--- config.mk ---
export PLATFORM = sky130hd
export DESIGN_NAME = mcpnr_switch_reader
export DESIGN_NICKNAME = d
export VERILOG_FILES = /design/src/rtl/mcpnr_switch_pkg.sv /design/src/rtl/mcpnr_sync_fifo.sv /design/src/rtl/mcpnr_switch_reader.sv
export SDC_FILE = /design/constraint.sdc
export NUM_CORES = 1
export LEC_CHECK = 0
export CAP_MARGIN = 40
export CORE_MARGIN = 2
export CORE_UTILIZATION = 35
export CTS_BUF_LIST = sky130_fd_sc_hd__clkbuf_8
export CTS_CLUSTER_SIZE = 30
export DETAILED_ROUTE_END_ITERATION = 16
export GPL_TIMING_DRIVEN = 0
export PLACE_DENSITY = 0.49
export SYNTH_ARGS = -nofsm -noshare
export SYNTH_HDL_FRONTEND = slang
export SYNTH_SLANG_ARGS = --single-unit
--- constraint.sdc ---
create_clock -name clk -period 3.2 [get_ports clk]
set_clock_uncertainty 0.1 [all_clocks]
set_input_delay 0.96 -clock clk [delete_from_list [all_inputs] [get_ports clk]]
set_output_delay 0.96 -clock clk [all_outputs]
set_load 0.02 [all_outputs]
--- src/rtl/mcpnr_switch_pkg.sv ---
// Shared constants and helpers for the MCPNR switch reader: default sizing,
// event field layout and a counter-width helper.
package mcpnr_switch_pkg;

    localparam int DEFAULT_DEBOUNCE_CYCLES = 4;
    localparam int DEFAULT_FIFO_DEPTH      = 4;

    // An event word is {level, mask}; the enum value is the slot index, mask in the low slot.
    typedef enum int {
        EVT_FIELD_MASK  = 0,
        EVT_FIELD_LEVEL = 1
    } evtField_e;

    localparam int EVT_FIELD_COUNT = 2;

    function automatic int clog2Min1(input int value);
        int width;
        width = 0;
        while ((1 << width) < value) begin
            width++;
        end
        return (width < 1) ? 1 : width;
    endfunction

endpackage

--- src/rtl/mcpnr_sync_fifo.sv ---
// Small synchronous FIFO with registered storage; the head reads zero while empty
// and a push while full is only taken when a pop frees a slot on the same edge.
module mcpnr_sync_fifo #(
    parameter int WIDTH = 4,
    parameter int DEPTH = 4
) (
    input  logic             clk,
    input  logic             rst_n,
    input  logic             push_i,
    input  logic [WIDTH-1:0] data_i,
    input  logic             pop_i,
    output logic             full_o,
    output logic             empty_o,
    output logic [WIDTH-1:0] data_o
);

    localparam int AW = (DEPTH > 1) ? $clog2(DEPTH) : 1;
    localparam logic [AW:0] PTR_ONE = 1;

    logic [AW:0]      wrPtr_q;
    logic [AW:0]      rdPtr_q;
    logic [WIDTH-1:0] mem_q [DEPTH];
    logic             doPush;
    logic             doPop;

    // The extra pointer bit separates full from empty when the index bits match.
    assign empty_o = (wrPtr_q == rdPtr_q);
    assign full_o  = (wrPtr_q[AW] != rdPtr_q[AW]) && (wrPtr_q[AW-1:0] == rdPtr_q[AW-1:0]);
    assign doPop   = pop_i && !empty_o;
    assign doPush  = push_i && (!full_o || doPop);
    assign data_o  = empty_o ? '0 : mem_q[rdPtr_q[AW-1:0]];

    always_ff @(posedge clk) begin
        if (!rst_n) begin
            wrPtr_q <= '0;
            rdPtr_q <= '0;
        end else begin
            if (doPush) wrPtr_q <= wrPtr_q + PTR_ONE;
            if (doPop)  rdPtr_q <= rdPtr_q + PTR_ONE;
        end
    end

    always_ff @(posedge clk) begin
        if (doPush) begin
            mem_q[wrPtr_q[AW-1:0]] <= data_i;
        end
    end

endmodule

--- src/rtl/mcpnr_switch_reader.sv ---
// Reader for an MCPNR_SWITCHES bank: synchronises and debounces each switch bit and
// queues every debounced change as a {level, mask} event on a valid/ready stream.
module mcpnr_switch_reader
    import mcpnr_switch_pkg::*;
#(
    parameter int NSWITCH         = 2,
    parameter int DEBOUNCE_CYCLES = DEFAULT_DEBOUNCE_CYCLES,
    parameter int FIFO_DEPTH      = DEFAULT_FIFO_DEPTH
) (
    input  logic               clk,
    input  logic               rst_n,
    input  logic [NSWITCH-1:0] sw_i,
    output logic [NSWITCH-1:0] state_o,
    output logic               evt_valid_o,
    input  logic               evt_ready_i,
    output logic [NSWITCH-1:0] evt_level_o,
    output logic [NSWITCH-1:0] evt_mask_o,
    output logic               overflow_o,
    input  logic               overflow_clr_i
);

    localparam int              CNT_W     = clog2Min1(DEBOUNCE_CYCLES);
    localparam logic [CNT_W-1:0] CNT_LAST = CNT_W'(DEBOUNCE_CYCLES - 1);
    localparam int              EVT_W     = EVT_FIELD_COUNT * NSWITCH;
    localparam int              LEVEL_LSB = int'(EVT_FIELD_LEVEL) * NSWITCH;
    localparam int              MASK_LSB  = int'(EVT_FIELD_MASK) * NSWITCH;

    logic [NSWITCH-1:0] sync1_q;
    logic [NSWITCH-1:0] sync2_q;
    logic [NSWITCH-1:0] stable_q;
    logic [NSWITCH-1:0] stable_d;
    logic [NSWITCH-1:0] commitMask;
    logic [EVT_W-1:0]   evtData;
    logic [EVT_W-1:0]   headData;
    logic               pushReq;
    logic               popReq;
    logic               fifoFull;
    logic               fifoEmpty;
    logic               pushDropped;
    logic               overflow_d;
    logic               overflow_q;

    always_ff @(posedge clk) begin
        if (!rst_n) begin
            sync1_q <= '0;
            sync2_q <= '0;
        end else begin
            sync1_q <= sw_i;
            sync2_q <= sync1_q;
        end
    end

    // Each bit counts consecutive cycles its synchronised level disagrees with the stable level.
    for (genvar gi = 0; gi < NSWITCH; gi++) begin : g_debounce
        logic [CNT_W-1:0] cnt_q;
        logic [CNT_W-1:0] cnt_d;
        logic             differs;

        assign differs        = (sync2_q[gi] != stable_q[gi]);
        assign commitMask[gi] = differs && (cnt_q == CNT_LAST);

        always_comb begin
            cnt_d = cnt_q;
            if (!differs || commitMask[gi]) begin
                cnt_d = '0;
            end else begin
                cnt_d = cnt_q + 1'b1;
            end
        end

        always_ff @(posedge clk) begin
            if (!rst_n) begin
                cnt_q <= '0;
            end else begin
                cnt_q <= cnt_d;
            end
        end
    end

    assign stable_d = stable_q ^ commitMask;

    always_ff @(posedge clk) begin
        if (!rst_n) begin
            stable_q <= '0;
        end else begin
            stable_q <= stable_d;
        end
    end

    always_comb begin
        evtData = '0;
        evtData[LEVEL_LSB +: NSWITCH] = stable_d;
        evtData[MASK_LSB  +: NSWITCH] = commitMask;
    end

    assign pushReq     = |commitMask;
    assign popReq      = !fifoEmpty && evt_ready_i;
    assign pushDropped = pushReq && fifoFull && !popReq;

    mcpnr_sync_fifo #(
        .WIDTH (EVT_W),
        .DEPTH (FIFO_DEPTH)
    ) u_fifo (
        .clk     (clk),
        .rst_n   (rst_n),
        .push_i  (pushReq),
        .data_i  (evtData),
        .pop_i   (popReq),
        .full_o  (fifoFull),
        .empty_o (fifoEmpty),
        .data_o  (headData)
    );

    // A drop on the same edge as a clear keeps the flag set so the loss is never hidden.
    always_comb begin
        overflow_d = overflow_q;
        if (pushDropped) begin
            overflow_d = 1'b1;
        end else if (overflow_clr_i) begin
            overflow_d = 1'b0;
        end
    end

    always_ff @(posedge clk) begin
        if (!rst_n) begin
            overflow_q <= 1'b0;
        end else begin
            overflow_q <= overflow_d;
        end
    end

    assign state_o     = stable_q;
    assign evt_valid_o = !fifoEmpty;
    assign evt_level_o = headData[LEVEL_LSB +: NSWITCH];
    assign evt_mask_o  = headData[MASK_LSB  +: NSWITCH];
    assign overflow_o  = overflow_q;

endmodule

-- Word level (Yosys, flattened, before mapping)
Memories as Yosys holds them, arrays and structs flattened. A register that Yosys moved wholly into a read port is not among the register bits.
Index checks and enable logic that the tools add are counted.
- bits in registers: 17
- RAM bits: 16
- input bits: 6
- output and inout bits: 8
- logic and storage cells: 49
- memories kept: 1
- memories (name ; depth ; bits a word ; rd ports ; clocked after Yosys merged registers in ; write ports ; line ; source):
    u_fifo.mem_q ; 4 ; 4 ; 1 ; 1 ; 1 ; mcpnr_sync_fifo.sv:22 ; logic [WIDTH-1:0] mem_q [DEPTH];
- add/subtract/negate cells: 4
- equality and inequality tests: 7
- mux-type cells: 7
- bitwise gates (word level): 2
- reductions and logical operators: 20
- operators with widths (cell ; number):
    $logic_and 1x1->1 ; 8
    $add 3x1->3 const B ; 2
    $reduce_or 2->1 ; 3
    $logic_not 1->1 ; 5
    $add 2x1->2 const B ; 2
    $eq 2x2->1 const B ; 2
    $mux 1 ; 4
    $mux 2 ; 2
    $mux 4 ; 1
    $eq 3x3->1 ; 1
    $logic_or 1x1->1 ; 3
    $ne 1x1->1 ; 3
    $eq 2x2->1 ; 1
    $reduce_bool 2->1 ; 1
    $xor 2x2->2 ; 1
    $not 1->1 ; 1

-- Longest topological paths before layout
- depth after elaboration: 8
- mapped depth: 4
- depth with buffers taken out: 4

-- By module
From an unflattened synthesis, not the netlist that was laid out.
- cells, all modules: 114
- area, all modules: 1514.0 um^2
- modules (own cells, without submodules) (module ; times used ; cells each ; area each (um^2) ; sequential area each (um^2)):
    mcpnr_sync_fifo ; 1 ; 77 ; 1091.0 ; 640.6
    mcpnr_switch_reader ; 1 ; 37 ; 422.9 ; 220.2

-- Least setup slack after synthesis
Ideal clock, no wire load.
- path type: register to output
- start point: reg u_fifo.wrPtr_q[1]
- end point: out evt_level_o[0]
- data arrival time: 1.135 ns
- data required time: 2.140 ns
- setup slack: 1.005 ns
- cell stages (with the launch flop): 4
- path buffers: 0
- path through: dfxtp_1 -> xor2_1 -> nor3_1 -> nor2b_1
- word-level cells in the longest chain between the ends: 2
- RTL lines (item ; line ; source):
    start: declaration ; mcpnr_sync_fifo.sv:20 ; logic [AW:0] wrPtr_q;
    start signal: assignment ; mcpnr_sync_fifo.sv:38 ; if (doPush) wrPtr_q <= wrPtr_q + PTR_ONE;
    $eq 3x3->1 ; mcpnr_sync_fifo.sv:27 ; assign empty_o = (wrPtr_q == rdPtr_q);
    $mux 4 ; mcpnr_sync_fifo.sv:31 ; assign data_o = empty_o ? '0 : mem_q[rdPtr_q[AW-1:0]];
    end: declaration ; mcpnr_switch_reader.sv:16 ; output logic [NSWITCH-1:0] evt_level_o,
Every way passes these cells.

==> flow_summary_export.csv <==
group,metric,value,unit
run_status,status,"finished clean",
clock_network,cts_tree,"built",
power_and_ir_drop,worst_ir_drop_vdd,0.000172,V
min_path,min_to,"g_debounce[1].cnt_q[0]$_SDFF_PP0_",
final_layout,final_nets,138,
min_path,hold_class,"reg -> reg",
final_layout,design_area,1720,um^2
routing,vias,827,
logic_synthesis,postSynth.asyncResetShare,0,%
worst_setup_path,worstPathRequired,2.14,ns
power_and_ir_drop,power,0.770,mW
final_layout,multi_input_area,563,um^2
clock_network,cts_buffers,5,
placement,hpwl,1660,um
timing,period_share,94.7,%
timing,hold_slack,0.333,ns
logic_synthesis,yosysTopAreaCell,"edfxtp_1",
global_route,grt_overflow,0,
die,core,3970,um^2
power_and_ir_drop,p_leak,0.675,nW
clock_network,clockRootBuffer,"clkbuf_8",
logic_synthesis,synth_cell_types,30,
final_layout,fin_util,43.2,%
placement,place_congestion,0.639,
min_path,hold_start,"g_debounce[1].cnt_q[0]$_SDFF_PP0_",
timing,hold_viol,0,
logic_synthesis,netlist_area,1440,um^2
logic_synthesis,synth_top_area_share,33.4,%
routing,first_pass_iters,2,
clock_network,cts_resized,1,
power_and_ir_drop,powerDensity,449,nW/um^2
final_layout,n_fill_cell,380,
clock_network,cts.sinks,35,
logic_synthesis,syn_avg_cell_area,13.7,um^2
routing,drc,0,
worst_setup_path,path_cells,"mux4_2 -> nor2b_1 -> clkdlybuf4s50_1",
timing,tns,0,ns
placement,numPortBuffers,13,
worst_setup_path,critPathMaxFanout,4,
worst_setup_path,cp_top_family,"buffers and inverters",
worst_setup_path,cp-end-kind,"primary output",
worst_setup_path,cp_num_buf_inv,1,
routing,avgRoutedWirePerCell,12.6,um
final_layout,drive_above_1_share,11.1,%
worst_setup_path,rr_worst_depth,3,
final_layout,final_common_cell,"dfxtp_1",
logic_synthesis,yosys_warnings,0,
logic_synthesis,synth_flop_cell,"dfxtp_1",
clock_network,clock_path_buffers,2,
logic_synthesis,synth_fp_nets,118,
timing,maxSlewHeadroom,67.8,%
placement,dpl.cell_count,168,
clock_network,postCtsSetupRepairBufs,0,
worst_setup_path,max_stage_delay,0.54,ns
logic_synthesis,ys_ff_latch,35,
worst_setup_path,r2r_end,"u_fifo.mem_q[1][3]$_DFFE_PP_",
worst_setup_path,worstPathArrival,1.97,ns
worst_setup_path,r2r-start,"u_fifo.wrPtr_q[1]$_SDFFE_PN0P_",
clock_network,hold_buffers,0,
clock_network,cts-htree-levels,2,
min_path,whs_path_depth,1,
worst_setup_path,reg2reg_slack,1.43,ns
clock_network,clock_latency,0.28,ns
final_layout,diodes,0,
die,start_util,36.2,%
timing,grt_setup_unrepaired,"false",
logic_synthesis,synth-seq-area-share,59.9,%
routing,ant_nets,0,
global_route,track_usage,11.7,%
final_layout,register_area,861,um^2
clock_network,clk_pin_slew,0.07,ns
timing,worstMarginPinSlew,0.478,ns
global_route,grt_max_degree,11,
logic_synthesis,syn_inst,105,
timing,period_needed,3.03,ns
worst_setup_path,cp_slowest_cell,"clkdlybuf4s50_1",
routing,routed_wirelength,2220,um
die,die_height,68.1,um
placement,place_ws,0.297,ns
final_layout,syn2layout_area_growth,19.3,%
die,rows,23,
logic_synthesis,synth_area_leaders,"edfxtp_1 33%, dfxtp_1 26%, mux4_2 6.3%, ha_1 6.1%, xor2_1 4.3%",
die,die_area,4640,um^2
die,dieWidth,68.1,um
worst_setup_path,startpoint_type,"register",
logic_synthesis,synth_edf_count,16,
final_layout,final_cell_mix,"19 x dfxtp_1, 16 x edfxtp_1, 13 x clkdlybuf4s50_1",
timing,finalMaxSlewViolations,0,
run,timing.max_cap.violations,0,
global_route,antenna_found_initial,0,
worst_setup_path,critPathKind,"reg -> out",
timing,max_freq,330,MHz
routing,vias_per_cell,4.70,
global_route,grt_pass1_wl,3730,um
final_layout,finalNonFillerCells,176,
routing,drt_iter0_drc,32,
timing,worst_slack,0.169,ns
placement,place_area,1630,um^2
global_route,grt_pass1_vias,785,
die,io_pins,14,
timing,finalSetupViolCount,0,
-- worst max-delay path by stage --
stage,end,slack (ns),cells after the start,from
floorplan,evt_level_o[0],1.00,3,u_fifo.wrPtr_q[1]$_SDFFE_PN0P_
global placement,evt_level_o[1],0.33,4,u_fifo.wrPtr_q[1]$_SDFFE_PN0P_
detailed placement,evt_level_o[1],0.30,4,u_fifo.wrPtr_q[1]$_SDFFE_PN0P_
CTS,evt_level_o[1],0.12,3,register
global route,evt_level_o[1],0.04,4,u_fifo.wrPtr_q[1]$_SDFFE_PN0P_
finish,evt_level_o[1],0.17,3,register
-- Yosys cell counts (all sizes together), types with 2 or more instances --
| master | number |
|---|---|
| a21oi | 3 |
| and2 | 8 |
| and3 | 4 |
| and4b | 2 |
| dfxtp | 19 |
| edfxtp | 16 |
| ha | 7 |
| inv | 3 |
| mux2 | 2 |
| mux2i | 2 |
| mux4 | 4 |
| nand3 | 2 |
| nor2 | 5 |
| nor2b | 5 |
| nor4b | 2 |
| o21ai | 2 |
| xor2 | 7 |
-- kinds of logic (layout without fill, tap and decap cells) --
family / count (synthesis) / after routing / synth area share [%]
AND/OR/NAND/NOR: 33 / 33 / 14.6
adder cells (fa/ha/maj): 7 / 7 / 6.09
buffers and inverters: 5 / 26 / 1.30
multiplexers: 8 / 8 / 9.23
flip-flops: 35 / 35 / 59.9
AO/OA/AOI/OAI: 9 / 9 / 4.00
XOR/XNOR: 8 / 8 / 4.87
-- power by group --
group	leakage (nW)	internal, mW	total, mW	switching [mW]
Clock	0.0444	0.145	0.287	0.142
Sequential	0.312	0.467	0.468	0.00123
Combinational	0.319	0.00814	0.0147	0.00652
Total	0.675	0.620	0.770	0.150
-- layer usage --
layer	GRT usage [%]	vias to the layer above	part of all wire, %	wire length (um)
li1	-	424	-	-
met4	6.75	0	2.5	55
met5	0	-	0	0
met1	14.2	381	47	1050
met2	17.2	16	46	1030
met3	4.93	6	3.9	87
-- area by class of cell --
class / count / share of cell area [%]
plain buffers: 1 / 0.219
clock buffers: 5 / 4.01
clock inverters: 3 / 0.656
inverters: 4 / 0.875
multi-input cells: 65 / 32.8
flip-flops and latches: 35 / 50.2
well taps: 50 / 3.65
repair buffers: 13 / 7.59
-- sequential cells by signal, indices dropped and copies added, names as in the netlist, named ones only --
name,cells
sync1_q,2
u_fifo.mem_q,16
state_o,2
sync2_q,2
u_fifo.rdPtr_q,3
g_debounce.cnt_q,4
u_fifo.wrPtr_q,3
overflow_o,1
Note: power is estimated with default switching activity, not from simulation.
